## src/rtl/vector_memory_sequencer.sv

```systemverilog
// Memory-stage access sequencer: splits scalar and vector loads/stores
// into 16-bit memory beats and assembles vector load data.
module vector_memory_sequencer #(
    parameter int DATA_W = 16,
    parameter int VEC_W  = 128,
    parameter int ADDR_W = 16
) (
    input  logic              clk,
    input  logic              reset,
    input  logic              scalar_load,
    input  logic              scalar_store,
    input  logic              vector_load,
    input  logic              vector_store,
    input  logic [ADDR_W-1:0] addr,
    input  logic [DATA_W-1:0] scalar_wdata,
    input  logic [VEC_W-1:0]  vector_wdata,
    output logic              mem_req,
    output logic              mem_we,
    output logic [ADDR_W-1:0] mem_addr,
    output logic [DATA_W-1:0] mem_wdata,
    input  logic              mem_ack,
    input  logic [DATA_W-1:0] mem_rdata,
    output logic              stall,
    output logic              done,
    output logic [DATA_W-1:0] scalar_rdata,
    output logic [VEC_W-1:0]  vector_rdata
);
    localparam int BEATS = VEC_W / DATA_W;
    localparam int CNT_W = $clog2(BEATS + 1);
    localparam int LO_W  = $clog2(VEC_W);

    typedef enum logic [1:0] {S_IDLE, S_ACCESS, S_DONE} state_t;
    typedef enum logic [1:0] {OP_SLOAD, OP_SSTORE, OP_VLOAD, OP_VSTORE} op_t;

    state_t            state_q, state_d;
    op_t               op_q, op_d;
    logic [ADDR_W-1:0] addr_q, addr_d;
    logic [VEC_W-1:0]  wdata_q, wdata_d;
    logic [CNT_W-1:0]  beat_q, beat_d;
    logic [DATA_W-1:0] srdata_q, srdata_d;
    logic [VEC_W-1:0]  vrdata_q, vrdata_d;

    logic            any_req;
    logic            op_vec;
    logic            op_wr;
    logic            last_beat;
    logic [LO_W-1:0] lane_lo;

    assign any_req   = scalar_load | scalar_store | vector_load | vector_store;
    assign op_vec    = (op_q == OP_VLOAD) || (op_q == OP_VSTORE);
    assign op_wr     = (op_q == OP_SSTORE) || (op_q == OP_VSTORE);
    assign last_beat = !op_vec || (beat_q == CNT_W'(BEATS - 1));
    assign lane_lo   = LO_W'(beat_q * DATA_W);

    assign scalar_rdata = srdata_q;
    assign vector_rdata = vrdata_q;

    always_ff @(posedge clk) begin
        if (!reset) begin
            state_q  <= S_IDLE;
            op_q     <= OP_SLOAD;
            addr_q   <= '0;
            wdata_q  <= '0;
            beat_q   <= '0;
            srdata_q <= '0;
            vrdata_q <= '0;
        end else begin
            state_q  <= state_d;
            op_q     <= op_d;
            addr_q   <= addr_d;
            wdata_q  <= wdata_d;
            beat_q   <= beat_d;
            srdata_q <= srdata_d;
            vrdata_q <= vrdata_d;
        end
    end

    always_comb begin
        state_d   = state_q;
        op_d      = op_q;
        addr_d    = addr_q;
        wdata_d   = wdata_q;
        beat_d    = beat_q;
        srdata_d  = srdata_q;
        vrdata_d  = vrdata_q;
        mem_req   = 1'b0;
        mem_we    = 1'b0;
        mem_addr  = '0;
        mem_wdata = '0;
        stall     = 1'b0;
        done      = 1'b0;

        unique case (state_q)
            S_IDLE: begin
                if (any_req) begin
                    stall   = 1'b1;
                    state_d = S_ACCESS;
                    beat_d  = '0;
                    addr_d  = addr;
                    // Overlapping requests resolve by fixed priority.
                    if (vector_store) begin
                        op_d    = OP_VSTORE;
                        wdata_d = vector_wdata;
                    end else if (vector_load) begin
                        op_d = OP_VLOAD;
                    end else if (scalar_store) begin
                        op_d    = OP_SSTORE;
                        wdata_d = VEC_W'(scalar_wdata);
                    end else begin
                        op_d = OP_SLOAD;
                    end
                end
            end
            S_ACCESS: begin
                stall    = 1'b1;
                mem_req  = 1'b1;
                mem_we   = op_wr;
                mem_addr = addr_q + ADDR_W'(beat_q);
                if (op_wr) begin
                    mem_wdata = wdata_q[lane_lo +: DATA_W];
                end
                if (mem_ack) begin
                    if (!op_wr && op_vec) begin
                        vrdata_d[lane_lo +: DATA_W] = mem_rdata;
                    end else if (!op_wr) begin
                        srdata_d = mem_rdata;
                    end
                    beat_d = beat_q + CNT_W'(1);
                    if (last_beat) begin
                        state_d = S_DONE;
                    end
                end
            end
            S_DONE: begin
                done    = 1'b1;
                state_d = S_IDLE;
            end
            default: begin
                state_d = S_IDLE;
            end
        endcase
    end
endmodule
```

## config.mk

```make
export PLATFORM = sky130hd
export DESIGN_NAME = vector_memory_sequencer
export DESIGN_NICKNAME = d
export VERILOG_FILES = /design/src/rtl/vector_memory_sequencer.sv
export SDC_FILE = /design/constraint.sdc
export NUM_CORES = 1
export LEC_CHECK = 0
export CAP_MARGIN = 10
export CORE_MARGIN = 2
export CORE_UTILIZATION = 43
export CTS_BUF_LIST = sky130_fd_sc_hd__clkbuf_16
export CTS_CLUSTER_SIZE = 24
export DETAILED_ROUTE_END_ITERATION = 10
export HOLD_SLACK_MARGIN = 0.08
export PLACE_DENSITY = 0.77
export SYNTH_ARGS = -nofsm -noshare
export SYNTH_HDL_FRONTEND = slang
export SYNTH_SLANG_ARGS = --single-unit
```

## constraint.sdc

```tcl
create_clock -name clk -period 3.04 [get_ports clk]
set_input_delay 0.456 -clock clk [delete_from_list [all_inputs] [get_ports clk]]
set_output_delay 0.456 -clock clk [all_outputs]
set_load 0.05 [all_outputs]
```

==> run summary <==
CTS
---------------------------------------------------------------------------------
CTS H-tree depth                                                                1
TritonCTS clock tree                                                        built
Max Root-Sink Buffers                                                           3
Insertion delay of the later-clocked pin in the worst-skew pair            560 ps
Clock slew seen by the registers of the worst setup and hold paths          60 ps
TritonCTS buffer count                                                         30
Clock Tree Root                                                         clkbuf_16
Total of hold buffers inserted after clock tree synthesis                       0
Clock Sink Count                                                              296

POWER AND IR DROP
---------------------------------------------------------------------------------
Maximum vdd drop                                                         439.3 uV
Power density normalized to cell area                                507.2 nW/um^2
Total power after layout                                                 8.815 mW
Leak pwr                                                                 6.430 nW

DETAILED ROUTING
---------------------------------------------------------------------------------
Post-route DRC violation count                                                  0
Wire length per cell after detailed routing                              18.69 um
Post-detailed-routing wire length                                        39.63 mm
Number of nets still failing antenna checks after routing                       0
Per-cell via count in the routed design                                     5.384
Via count                                                                   11420
Initial detailed-routing violation count                                      759
Iteration count of the initial detailed-routing pass                            5

PLACE
---------------------------------------------------------------------------------
Port Buffer Count                                                             362
Cell count after placement                                                   2059
Pre-CTS setup slack                                                      288.5 ps
DPL Wire Length                                                          28.90 mm
Routability congestion estimate                                            0.8731

GRT
---------------------------------------------------------------------------------
Overflow left after global routing                                              0
Vias in the first global route                                              11130
Pin count of the biggest net entering global routing                           85
Number of antenna violations at the first check in global routing               1
Overall Global Routing Usage                                               0.2581
First-pass GRT wire length                                               59.79 mm

RUN
---------------------------------------------------------------------------------
Maximum capacitance violations                                                  0

DIE
---------------------------------------------------------------------------------
Number of standard-cell rows in the floorplan                                  61
I/O pins                                                                      363
Die Wd                                                                   172.4 um
Die height                                                               172.4 um
Initial Util                                                               0.4376
Area enclosed by the die boundary                                      29710 um^2
Core region area                                                       27860 um^2

SETUP PATH
---------------------------------------------------------------------------------
Crit path max fanout                                                            4
Buffer and inverter count on the worst path                                     3
Required time of the critical path                                        2580 ps
Worst Path Arrival                                                        2600 ps
CP startpoint kind                                                       register
Critical path cell sequence                                          ha_4 > inv_2 > fa_2 > nand2b_4 > a21o_4 > buf_6 > or3_4 > a21oi_4 > buf_12
CP endpoint kind                                                       output pin
Slowest cell on crit path                                                 dfxtp_2
Crit Path Category                                                   register to output pin
Top delay family on crit path                                        simple AND/OR/NAND/NOR gates
Max stage delay on crit path                                               350 ps

LAYOUT
---------------------------------------------------------------------------------
Number of nets at the end of the flow                                        1913
Proportion of layout cells with a drive suffix above 1                     0.1033
Final Non-Filler Cells                                                       2121
Fillers                                                                      2322
Diodes inserted                                                                 0
Multi-input gate area                                                   5921 um^2
Synth-to-layout area growth                                                42.56%
Area of all sequential standard cells                                   5933 um^2

SYNTH
---------------------------------------------------------------------------------
Dominant synthesized flop cell                                            dfxtp_1
Yosys synthesis warning count                                                   0
FF+latch count, synth                                                         296
Fraction of synthesis flops using an asynchronous set or reset pin              0
Mean area per synthesized cell                                         8.726 um^2
Sequential-to-total area share from yosys stat                             0.4861
Netlist Area Pre-Place                                                 12190 um^2
Synthesized instance count                                                   1397
Post-synth cell types                                                          45
Mapped Nets                                                                  1591
Number of synthesized flops with an enable pin                                  0

TIMING
---------------------------------------------------------------------------------
Time the final worst path needs with I/O delays and setup                 3052 ps
Worst Max-Slew Pin Slew                                                  790.8 ps
Post-route worst setup slack                                            -11.71 ps
Max Clock Freq                                                         0.3277 GHz
Clock skew                                                               12.46 ps
Crit share post-route                                                       1.004
Number of pins exceeding their max-slew limit in the final report               0
Final setup violation count                                                     2
Final-report hold violation count                                               0
Setup repair after global routing missed its margin                          true
Max_slew headroom                                                          0.4683

HOLD PATH
---------------------------------------------------------------------------------
Hold WC Path Type                                                    input port to register

STATUS
---------------------------------------------------------------------------------
Violations in the final reports                                      setup timing
Result of the run                                                    finished with violations

## registers in the layout, indices dropped and copies added (netlist names)
register	flops
addr_q	16
beat_q	4
op_q	2
scalar_rdata	16
state_q	2
vector_rdata	128
wdata_q	128
## timing repair
action,4_1_cts,5_1_grt
resized for setup,14,11
setup endpoints to repair,6,9
endpoints found under the hold margin,0,0
buffers inserted,6,0
cloned,0,0
pin swaps,5,6
## layer usage
metal | vias to the layer above | GRT usage | share of wire
met5 | - | 0 | 0.00033
met4 | 2 | 0.09536 | 0.042
met3 | 98 | 0.06615 | 0.089
met2 | 502 | 0.4723 | 0.49
met1 | 5385 | 0.2871 | 0.38
li1 | 5433 | - | -
## stage by stage
step	area [um^2]	util	setup TNS, ps	hold slack (ps)
3_5_place_dp	16310	0.5855	0	441.2
6_report	17380	0.6238	-18.27	441.3
5_1_grt	17380	0.6238	-257.8	451.2
3_3_place_gp	16310	0.5855	0	437.8
4_1_cts	17340	0.6223	-44.15	427.0
2_1_floorplan	12220	-	0	440.6
## tightest hold or removal path, stage by stage
cell	delay, ps
buf_4	270
nand2_1	130
o21ai_0	60
## kinds of logic after synthesis
family,share of synthesized area
buffers and inverters,0.04383
adder cells (fa/ha/maj),0.01191
XOR/XNOR,0.003593
multiplexers,0.1117
AO/OA/AOI/OAI,0.1526
AND/OR/NAND/NOR,0.1903
flip-flops,0.4861
## report_power, final
group	leakage [nW]	switching [mW]	internal [mW]
registers	2.41	0.105	4.04
clock network	0.480	1.51	1.91
logic	3.54	0.678	0.565
## area by class of cell
class                      instances  area share
sequential                       296      0.3414
multi-input combinational        979      0.3407
timing repair buffer             400      0.2356
clock buffer                      31     0.04464
tap                              378     0.02721
clock inverter                    25    0.007775
inverter                          12    0.002736
## worst paths after layout
| kind | startpoint | to | slack (ps) | cells past startpoint |
|---|---|---|---|---|
| setup / recovery | addr_q[0] | mem_addr[6] | -10 | 9 |
| hold / removal | reset | vector_rdata[22] | 440 | 3 |
| setup reg to reg | beat_q[0] | vector_rdata[19] | 360 | 9 |
| hold reg to reg | vector_rdata[111] | vector_rdata[111] | 450 | 2 |
## layout by cell type (no fill, tap or decap), drive strengths merged, types with 4 or more instances in the layout
cell	Yosys	routed
clkdlybuf4s50	0	328
nand3	4	4
nor2	205	205
buf	44	72
and3	5	5
or3	7	7
a22oi	112	112
a21oi	48	48
nor4	7	7
and2	4	4
nand2b	4	4
inv	11	20
o31ai	6	6
clkbuf	66	31
ha	10	10
mux2i	64	64
dfxtp	296	296
mux4	32	32
or4	4	4
nand2	319	319
a211oi	18	18
clkinv	1	15
o21ai	105	105
## cells in the mapped netlist (2+ instances only)
cell type / instances / share of area
nand4_1: 2 / 0.0010
a211oi_1: 18 / 0.011
nand2b_1: 4 / 0.0021
dfxtp_1: 296 / 0.49
mux2i_1: 64 / 0.053
or4_1: 3 / 0.0018
nand2_1: 319 / 0.098
ha_1: 10 / 0.010
xor2_1: 2 / 0.0014
nor4_2: 6 / 0.0062
buf_2: 34 / 0.014
mux4_2: 32 / 0.059
inv_1: 10 / 0.0031
or3b_2: 2 / 0.0014
xnor2_1: 3 / 0.0022
and3_1: 5 / 0.0026
and2_1: 4 / 0.0021
o21ai_1: 16 / 0.0066
a21oi_1: 48 / 0.020
a21o_1: 3 / 0.0018
nor2b_1: 2 / 0.0010
o31ai_1: 6 / 0.0037
buf_4: 9 / 0.0055
a22oi_1: 112 / 0.069
nand3_1: 4 / 0.0016
o21ai_0: 89 / 0.037
or3_1: 7 / 0.0036
clkbuf_1: 66 / 0.020
nor2_1: 205 / 0.063
Power figures use the tool's default switching activity.
